$ cat config.mk
export PLATFORM = sky130hd
export DESIGN_NAME = sar_sequencer
export DESIGN_NICKNAME = d
export VERILOG_FILES = /design/src/rtl/sar_sequencer.sv
export SDC_FILE = /design/constraint.sdc
export NUM_CORES = 1
export LEC_CHECK = 0
export ABC_AREA = 1
export CORE_MARGIN = 4
export CORE_UTILIZATION = 42
export CTS_BUF_LIST = sky130_fd_sc_hd__clkbuf_16
export DETAILED_ROUTE_END_ITERATION = 10
export PLACE_DENSITY = 0.69
export SYNTH_ARGS = -nofsm -noshare
export SYNTH_HDL_FRONTEND = slang
export SYNTH_SLANG_ARGS = --single-unit
$ cat constraint.sdc
create_clock -name clk_i -period 2.62 [get_ports clk_i]
set_clock_uncertainty 0.1 [all_clocks]
set_input_delay 0.524 -clock clk_i [delete_from_list [all_inputs] [get_ports clk_i]]
set_output_delay 0.524 -clock clk_i [all_outputs]
set_load 0.03 [all_outputs]
$ cat src/rtl/sar_sequencer.sv
`default_nettype none
// +-----------------------------------------------------------------------+
// | sar_sequencer: periodic SAR start/ready host, averaging, output FIFO  |
// | Rev 1.0                                                               |
// +-----------------------------------------------------------------------+
module sar_sequencer #(
    parameter int RESOLUTION = 12,
    parameter int OS_LOG2    = 2,
    parameter int PERIOD     = 32,
    parameter int FIFO_DEPTH = 4
) (
    input  logic                  clk_i,
    input  logic                  rst_ni,
    input  logic                  en_i,
    input  logic                  clear_i,
    output logic                  sar_start_o,
    input  logic                  sar_rdy_i,
    input  logic [RESOLUTION-1:0] sar_code_i,
    output logic [RESOLUTION-1:0] data_o,
    output logic                  valid_o,
    input  logic                  ready_i,
    output logic                  overrun_o,
    output logic                  timeout_o
);

    localparam int ACC_W  = RESOLUTION + OS_LOG2;
    localparam int CNT_W  = OS_LOG2 + 1;
    localparam int PTR_W  = $clog2(FIFO_DEPTH);
    localparam int FILL_W = PTR_W + 1;
    localparam int TMR_W  = $clog2(PERIOD);
    localparam int WAIT_W = $clog2(RESOLUTION + 3);

    localparam logic [TMR_W-1:0]  TMR_LOAD  = TMR_W'(PERIOD - 1);
    localparam logic [WAIT_W-1:0] WAIT_LOAD = WAIT_W'(RESOLUTION + 2);
    localparam logic [CNT_W-1:0]  AVG_N     = CNT_W'(2 ** OS_LOG2);
    localparam logic [FILL_W-1:0] FILL_FULL = FILL_W'(FIFO_DEPTH);

    typedef enum logic [1:0] {S_IDLE, S_START, S_WAIT, S_PUSH} state_t;

    state_t                  state, state_nxt;
    logic [TMR_W-1:0]        timer;
    logic [WAIT_W-1:0]       wait_cnt;
    logic [ACC_W-1:0]        acc;
    logic [CNT_W-1:0]        cnt;
    logic [CNT_W-1:0]        cnt_inc;
    logic                    rdy_hit;
    logic                    timeout_ev;
    logic                    push_req;
    logic [RESOLUTION-1:0]   push_word;
    logic [RESOLUTION-1:0]   mem [FIFO_DEPTH];
    logic [PTR_W-1:0]        wr_ptr, rd_ptr;
    logic [FILL_W-1:0]       fill;
    logic                    pop, wr_en, overrun_ev;

    assign cnt_inc = cnt + CNT_W'(1);

    always_comb begin
        state_nxt   = state;
        sar_start_o = 1'b0;
        rdy_hit     = 1'b0;
        timeout_ev  = 1'b0;
        case (state)
            S_IDLE:  if (en_i && timer == '0) state_nxt = S_START;
            S_START: begin
                sar_start_o = 1'b1;
                state_nxt   = S_WAIT;
            end
            S_WAIT: begin
                if (sar_rdy_i) begin
                    rdy_hit   = 1'b1;
                    state_nxt = (cnt_inc == AVG_N) ? S_PUSH : S_IDLE;
                end else if (wait_cnt == '0) begin
                    timeout_ev = 1'b1;
                    state_nxt  = S_IDLE;
                end
            end
            S_PUSH:  state_nxt = S_IDLE;
            default: state_nxt = S_IDLE;
        endcase
    end

    // Timer is loaded on entry to START so that start pulses land exactly PERIOD apart.
    always_ff @(posedge clk_i) begin
        if (!rst_ni) begin
            state    <= S_IDLE;
            timer    <= '0;
            wait_cnt <= '0;
        end else begin
            state <= state_nxt;
            if (state_nxt == S_START)
                timer <= TMR_LOAD;
            else if (timer != '0)
                timer <= timer - TMR_W'(1);
            if (state == S_START)
                wait_cnt <= WAIT_LOAD;
            else if (state == S_WAIT && wait_cnt != '0)
                wait_cnt <= wait_cnt - WAIT_W'(1);
        end
    end

    always_ff @(posedge clk_i) begin
        if (!rst_ni) begin
            acc       <= '0;
            cnt       <= '0;
            push_req  <= 1'b0;
            push_word <= '0;
        end else begin
            push_req <= (state == S_PUSH);
            if (state == S_PUSH)
                push_word <= acc[ACC_W-1:OS_LOG2];
            if (state == S_PUSH || (state == S_IDLE && !en_i)) begin
                acc <= '0;
                cnt <= '0;
            end else if (rdy_hit) begin
                acc <= acc + ACC_W'(sar_code_i);
                cnt <= cnt_inc;
            end
        end
    end

    assign valid_o    = (fill != '0);
    assign pop        = valid_o && ready_i;
    assign wr_en      = push_req && (fill != FILL_FULL || pop);
    assign overrun_ev = push_req && !wr_en;
    assign data_o     = mem[rd_ptr];

    always_ff @(posedge clk_i) begin
        if (!rst_ni) begin
            for (int i = 0; i < FIFO_DEPTH; i++) mem[i] <= '0;
            wr_ptr <= '0;
            rd_ptr <= '0;
            fill   <= '0;
        end else begin
            if (wr_en) begin
                mem[wr_ptr] <= push_word;
                wr_ptr      <= wr_ptr + PTR_W'(1);
            end
            if (pop)
                rd_ptr <= rd_ptr + PTR_W'(1);
            case ({wr_en, pop})
                2'b10:   fill <= fill + FILL_W'(1);
                2'b01:   fill <= fill - FILL_W'(1);
                default: fill <= fill;
            endcase
        end
    end

    // A fresh event in the same cycle as clear_i keeps the flag set.
    always_ff @(posedge clk_i) begin
        if (!rst_ni) begin
            overrun_o <= 1'b0;
            timeout_o <= 1'b0;
        end else begin
            overrun_o <= overrun_ev || (overrun_o && !clear_i);
            timeout_o <= timeout_ev || (timeout_o && !clear_i);
        end
    end

endmodule
`default_nettype wire

## Yosys cells after proc, flatten, opt, wreduce, memory -nomap -nowiden

Memories as Yosys holds them, arrays and structs flattened. A register that Yosys moved wholly into a read port is not among the register bits.
Index checks and enable logic that the tools add are counted.

- Register bits: 50
- RAM bits: 48
- Input port bits: 18
- Output and inout port bits: 16
- Logic and storage cells: 83
- Memories: 1

Memories:

| name | depth | bits a word | read ports | clocked after Yosys merged registers in | wr ports | line | source |
|---|---|---|---|---|---|---|---|
| mem | 4 | 12 | 1 | 1 | 4 | 50 | `logic [RESOLUTION-1:0] mem [FIFO_DEPTH];` |

- $add $sub $neg: 8
- Equality and inequality tests: 8
- Muxes and demuxes: 25
- Bitwise operators: 1
- Reductions and logical operators: 27

Operator list:

| cell | number |
|---|---|
| $add 14x12->14 | 1 |
| $mux 2 | 7 |
| $mux 12 | 1 |
| $reduce_or 12->1 | 1 |
| $mux 1 | 11 |
| $mux 5 | 2 |
| $logic_and 1x1->1 | 8 |
| $mux 4 | 2 |
| $pmux 2 s4 | 1 |
| $add 3x1->3 const B | 2 |
| $eq 2x1->1 const B | 3 |
| $eq 2x2->1 const B | 3 |
| $pmux 3 s2 | 1 |
| $reduce_bool 2->1 | 3 |
| $logic_not 5->1 | 1 |
| $reduce_bool 5->1 | 1 |
| $sub 5x1->5 const B | 1 |
| $add 2x1->2 const B | 2 |
| $logic_not 4->1 | 1 |
| $logic_or 1x1->1 | 4 |
| $reduce_bool 4->1 | 1 |
| $reduce_or 2->1 | 2 |
| $sub 4x1->4 const B | 1 |
| $eq 3x3->1 const B | 1 |
| 6 further kinds | 8 |

## Depth between registers and ports, before layout

- Depth in word-level cells: 9
- Gate-level depth with buffers: 11

## Worst setup path after synthesis

OpenSTA, ideal clock, no wires.

- Kind: input to register
- Start point: input port ready_i
- End point: memory mem[3][0], enable pin
- Setup time: 0.400 ns
- Data arrival time: 1.823 ns
- Required time: 2.120 ns
- Path slack: 0.297 ns
- Stages: 5
- Path through: inv_1 nand3_2 and2_4 inv_1 o31ai_1

RTL lines:

| item | line | source |
|---|---|---|
| start, declared | 21 | `input logic ready_i,` |
| end, declared | 50 |  |

==> results.sh <==
export IMPL_netlist_area_um2=5096
export IMPL_critical_path_peak_fanout=21
export IMPL_fin_crit_ns=2.401
export IMPL_drv_slew=0
export IMPL_post_route_period_util=0.9162
export IMPL_cp_num_buf_inv=2
export IMPL_ant_nets=0
export IMPL_power_density_cell_area_nw_per_um2=606.8
export IMPL_critical_path_top_delay_family="buffers and inverters"
export IMPL_path_cells="buf_4 > o21ai_0 > o22ai_1 > dlygate4sd2_1"
export IMPL_synthesized_area_divided_by_synthesized_cell_count_um2=8.300
export IMPL_power_share_of_the_sequential_group=0.486
export IMPL_cts_tree="done"
export IMPL_yosys_mux_area_fraction=0
export IMPL_initial_core_util=0.4370
export IMPL_cell_types_with_the_highest_counts_after_synthesis="nand2_1, inv_1, nor2_1, dfxtp_1, edfxtp_1"
export IMPL_transition_at_the_pin_with_the_smallest_max_transition_slack_ns=0.4790
export IMPL_grt_first_pass_wirelength_um=18040
export IMPL_cts_htree_levels=3
export IMPL_synth_area_top_cells="edfxtp_1, dfxtp_1, nand2_1"
export IMPL_p_sw_frac=0.2610
export IMPL_post_synth_fa_ha_maj_area_fraction=0.05205
export IMPL_max_cap_violations=0
export IMPL_intPower_mw=2.654
export IMPL_port_buffer_count=33
export IMPL_postCtsHoldBufs=0
export IMPL_num_vias=4011
export IMPL_cp_start_kind="flip-flop"
export IMPL_fin_ws_ns=0.2194
export IMPL_synth_top_cell_by_area="edfxtp_1"
export IMPL_yosys_area_share_simple=0.2303
export IMPL_seq_area_um2=2484
export IMPL_relSlewSlack=0.6803
export IMPL_number_of_remaining_drc_errors=0
export IMPL_cts_reportedPaths_clkPinSlew_ns=0.07
export IMPL_clkLatencyLatePin_ns=0.34
export IMPL_fill_cells=1062
export IMPL_hpwlAfterDp_um=7618
export IMPL_hold_path_class="flip-flop to flip-flop"
export IMPL_finalHoldViolations=0
export IMPL_largest_family_of_logic_cells_by_synthesized_area="simple AND/OR/NAND/NOR gates"
export IMPL_wl_per_cell_um=12.92
export IMPL_stdcell_count=801
export IMPL_arrival_ns=1.78
export IMPL_finish_instance_area_um2=5919
export IMPL_netSwitchingPower_mw=0.9375
export IMPL_ff2ff_setup_slack_ns=0.47
export IMPL_synthesis_nets=652
export IMPL_cts_root_buffer_cell="clkbuf_16"
export IMPL_viasPerCell=5.007
export IMPL_synth_compound_gate_area_share=0.1198
export IMPL_totalWireLength_um=10350
export IMPL_synth_yosys_warnings=0
export IMPL_final_net_count=691
export IMPL_synth_edff_count=48
export IMPL_via_count_of_the_first_global_routing_pass=3945
export IMPL_result_of_the_run="complete, no violations"
export IMPL_grt_start_max_net_pins=22
export IMPL_fraction_of_synthesized_cell_area_in_xor_and_xnor_cells=0.01031
export IMPL_finish_utilization=0.5076
export IMPL_critical_path_max_stage_delay_ns=0.44
export IMPL_p_clk_frac=0.377
export IMPL_drtIter0Drc=336
export IMPL_overflow=0
export IMPL_multi_input_comb_area_um2=2102
export IMPL_die_y_um=118.2
export IMPL_dp_cells=785
export IMPL_fp_dieW_um=118.2
export IMPL_power_share_combinational=0.137
export IMPL_fp_dieArea_um2=13960
export IMPL_critical_path_slowest_cell="dlygate4sd2_1"
export IMPL_postSynth_topFlopCell="dfxtp_1"
export IMPL_ys_async_sr_fraction=0
export IMPL_finalSetupViolCount=0
export IMPL_yosysUniqueCellTypes=41
export IMPL_post_route_cells_drive_above_1_share=0.1033
export IMPL_clock_tree_buffer_depth=2
export IMPL_grt_setup_unrepaired="false"
export IMPL_vdd_ir_drop_max_uv=310.2
export IMPL_antenna_found_initial=0
export IMPL_netlist_area_leader_share=0.2828
export IMPL_timing_critical_path_to_type="output pin"
export IMPL_inserted_clock_buffers=9
export IMPL_grtUsageTotal=0.1545
export IMPL_yosys_cell_count_top_type="nand2_1"
export IMPL_antenna_diode_count=0
export IMPL_cp_data_required_time_ns=2.00
export IMPL_core_area_um2=11660
export IMPL_first_pass_iters=4
export IMPL_areaGrowthSynthToFinish_pct=16.16
export IMPL_cts_num_sinks=100
export IMPL_synthesized_netlist_cell_count=614
export IMPL_placed_area_um2=5615
export IMPL_floorplan_rows=39
export IMPL_proportion_of_synthesized_chip_area_in_sequential_cells=0.4871
export IMPL_synth_seq_cells=100
export IMPL_finalWeightedCongestion=0.8852
export IMPL_preCtsSetupSlack_ns=-0.06456
export IMPL_leakage_nw=2.526
export IMPL_setup_worst_path_class="flip-flop to output pin"
export IMPL_pin_count=34
export IMPL_max_freq_mhz=416.6
==> timing repair <==
item,in CTS,in global routing
endpoints found under the setup margin,11,2
gates cloned,0,0
setup buffers,0,0
resized for setup,10,4
==> power groups by stage <==
stage | clock network (mW) | registers (mW) | logic (mW)
floorplan | 0 | 1.77 | 0.361
global placement | 0 | 1.78 | 0.469
detailed placement | 0 | 1.78 | 0.497
CTS | 1.38 | 1.75 | 0.494
global route | 1.44 | 1.76 | 0.561
finish | 1.35 | 1.75 | 0.492
==> routing by layer <==
layer | GRT usage | vias to the layer above | wire (um)
met3 | 0.03247 | 18 | 458
met1 | 0.1956 | 1833 | 4716
li1 | - | 2066 | -
met4 | 0.05714 | 0 | 172
met2 | 0.2608 | 94 | 5003
met5 | 0 | - | 0
==> kinds of logic after synthesis <==
| group | after synthesis |
|---|---|
| xor+xnor | 6 |
| fa+ha+maj | 20 |
| simple gates | 252 |
| flops | 100 |
| compound gates | 110 |
| buf+inv | 126 |
==> flip-flops by register name, summed over array words and instances (netlist names), named ones only <==
name / cells
push_req: 1
cnt: 3
push_word: 12
timer: 5
rd_ptr: 2
overrun_o: 1
timeout_o: 1
state: 2
wait_cnt: 4
fill: 3
wr_ptr: 2
acc: 14
mem: 48
==> path summary, 6_finish.rpt <==
path / start / end / cells after the start
hold / removal: rd_ptr[1] / flip-flop / 2
hold reg to reg: rd_ptr[1] / flip-flop / 2
setup / recovery: flip-flop / data_o[4] / 4
setup reg to reg: fill[0] / fill[2] / 11
==> cell usage in the layout (no fill, tap or decap), types with 3 or more instances in the layout <==
master,Yosys,layout
inv_2,11,11
a21oi_1,34,34
dlygate4sd2_1,0,9
nand2_2,4,4
xor2_1,6,6
inv_1,98,97
clkbuf_16,0,9
ha_1,18,18
buf_4,1,11
dfxtp_1,52,51
a31oi_1,3,3
nand2_1,103,103
o21ai_0,41,41
nor2_1,88,88
nand4_1,6,6
o22ai_1,20,20
nor2_4,11,11
nand3_1,26,26
clkdlybuf4s50_1,0,21
edfxtp_1,48,48
==> through the flow <==
stage | setup TNS [ns] | hold slack [ns] | total power, mW
after detailed placement | -0.06456 | 0.3588 | 2.278
final | 0 | 0.3630 | 3.592
after global placement | 0 | 0.3504 | 2.248
after CTS | 0 | 0.3683 | 3.625
after floorplan | 0 | 0.3364 | 2.135
after global routing | 0 | 0.3881 | 3.761
==> area by class of cell <==
cell class                      count  share of cell area
Clock buffer                        9             0.03805
Clock inverter                      7             0.01374
Inverter                          109             0.06954
Multi-Input combinational cell    388              0.3551
Sequential cell                   100              0.4196
Tap cell                          143             0.03023
Timing Repair Buffer               45             0.07377
==> tightest hold or removal path, delay by kind of cell (launching register included) <==
family / cells / cell delay (ns)
buffers and inverters: 1 / 0.05
AOI/OAI and AO/OA: 1 / 0.07
DFF: 1 / 0.30
(Power assumes the default switching activity.)
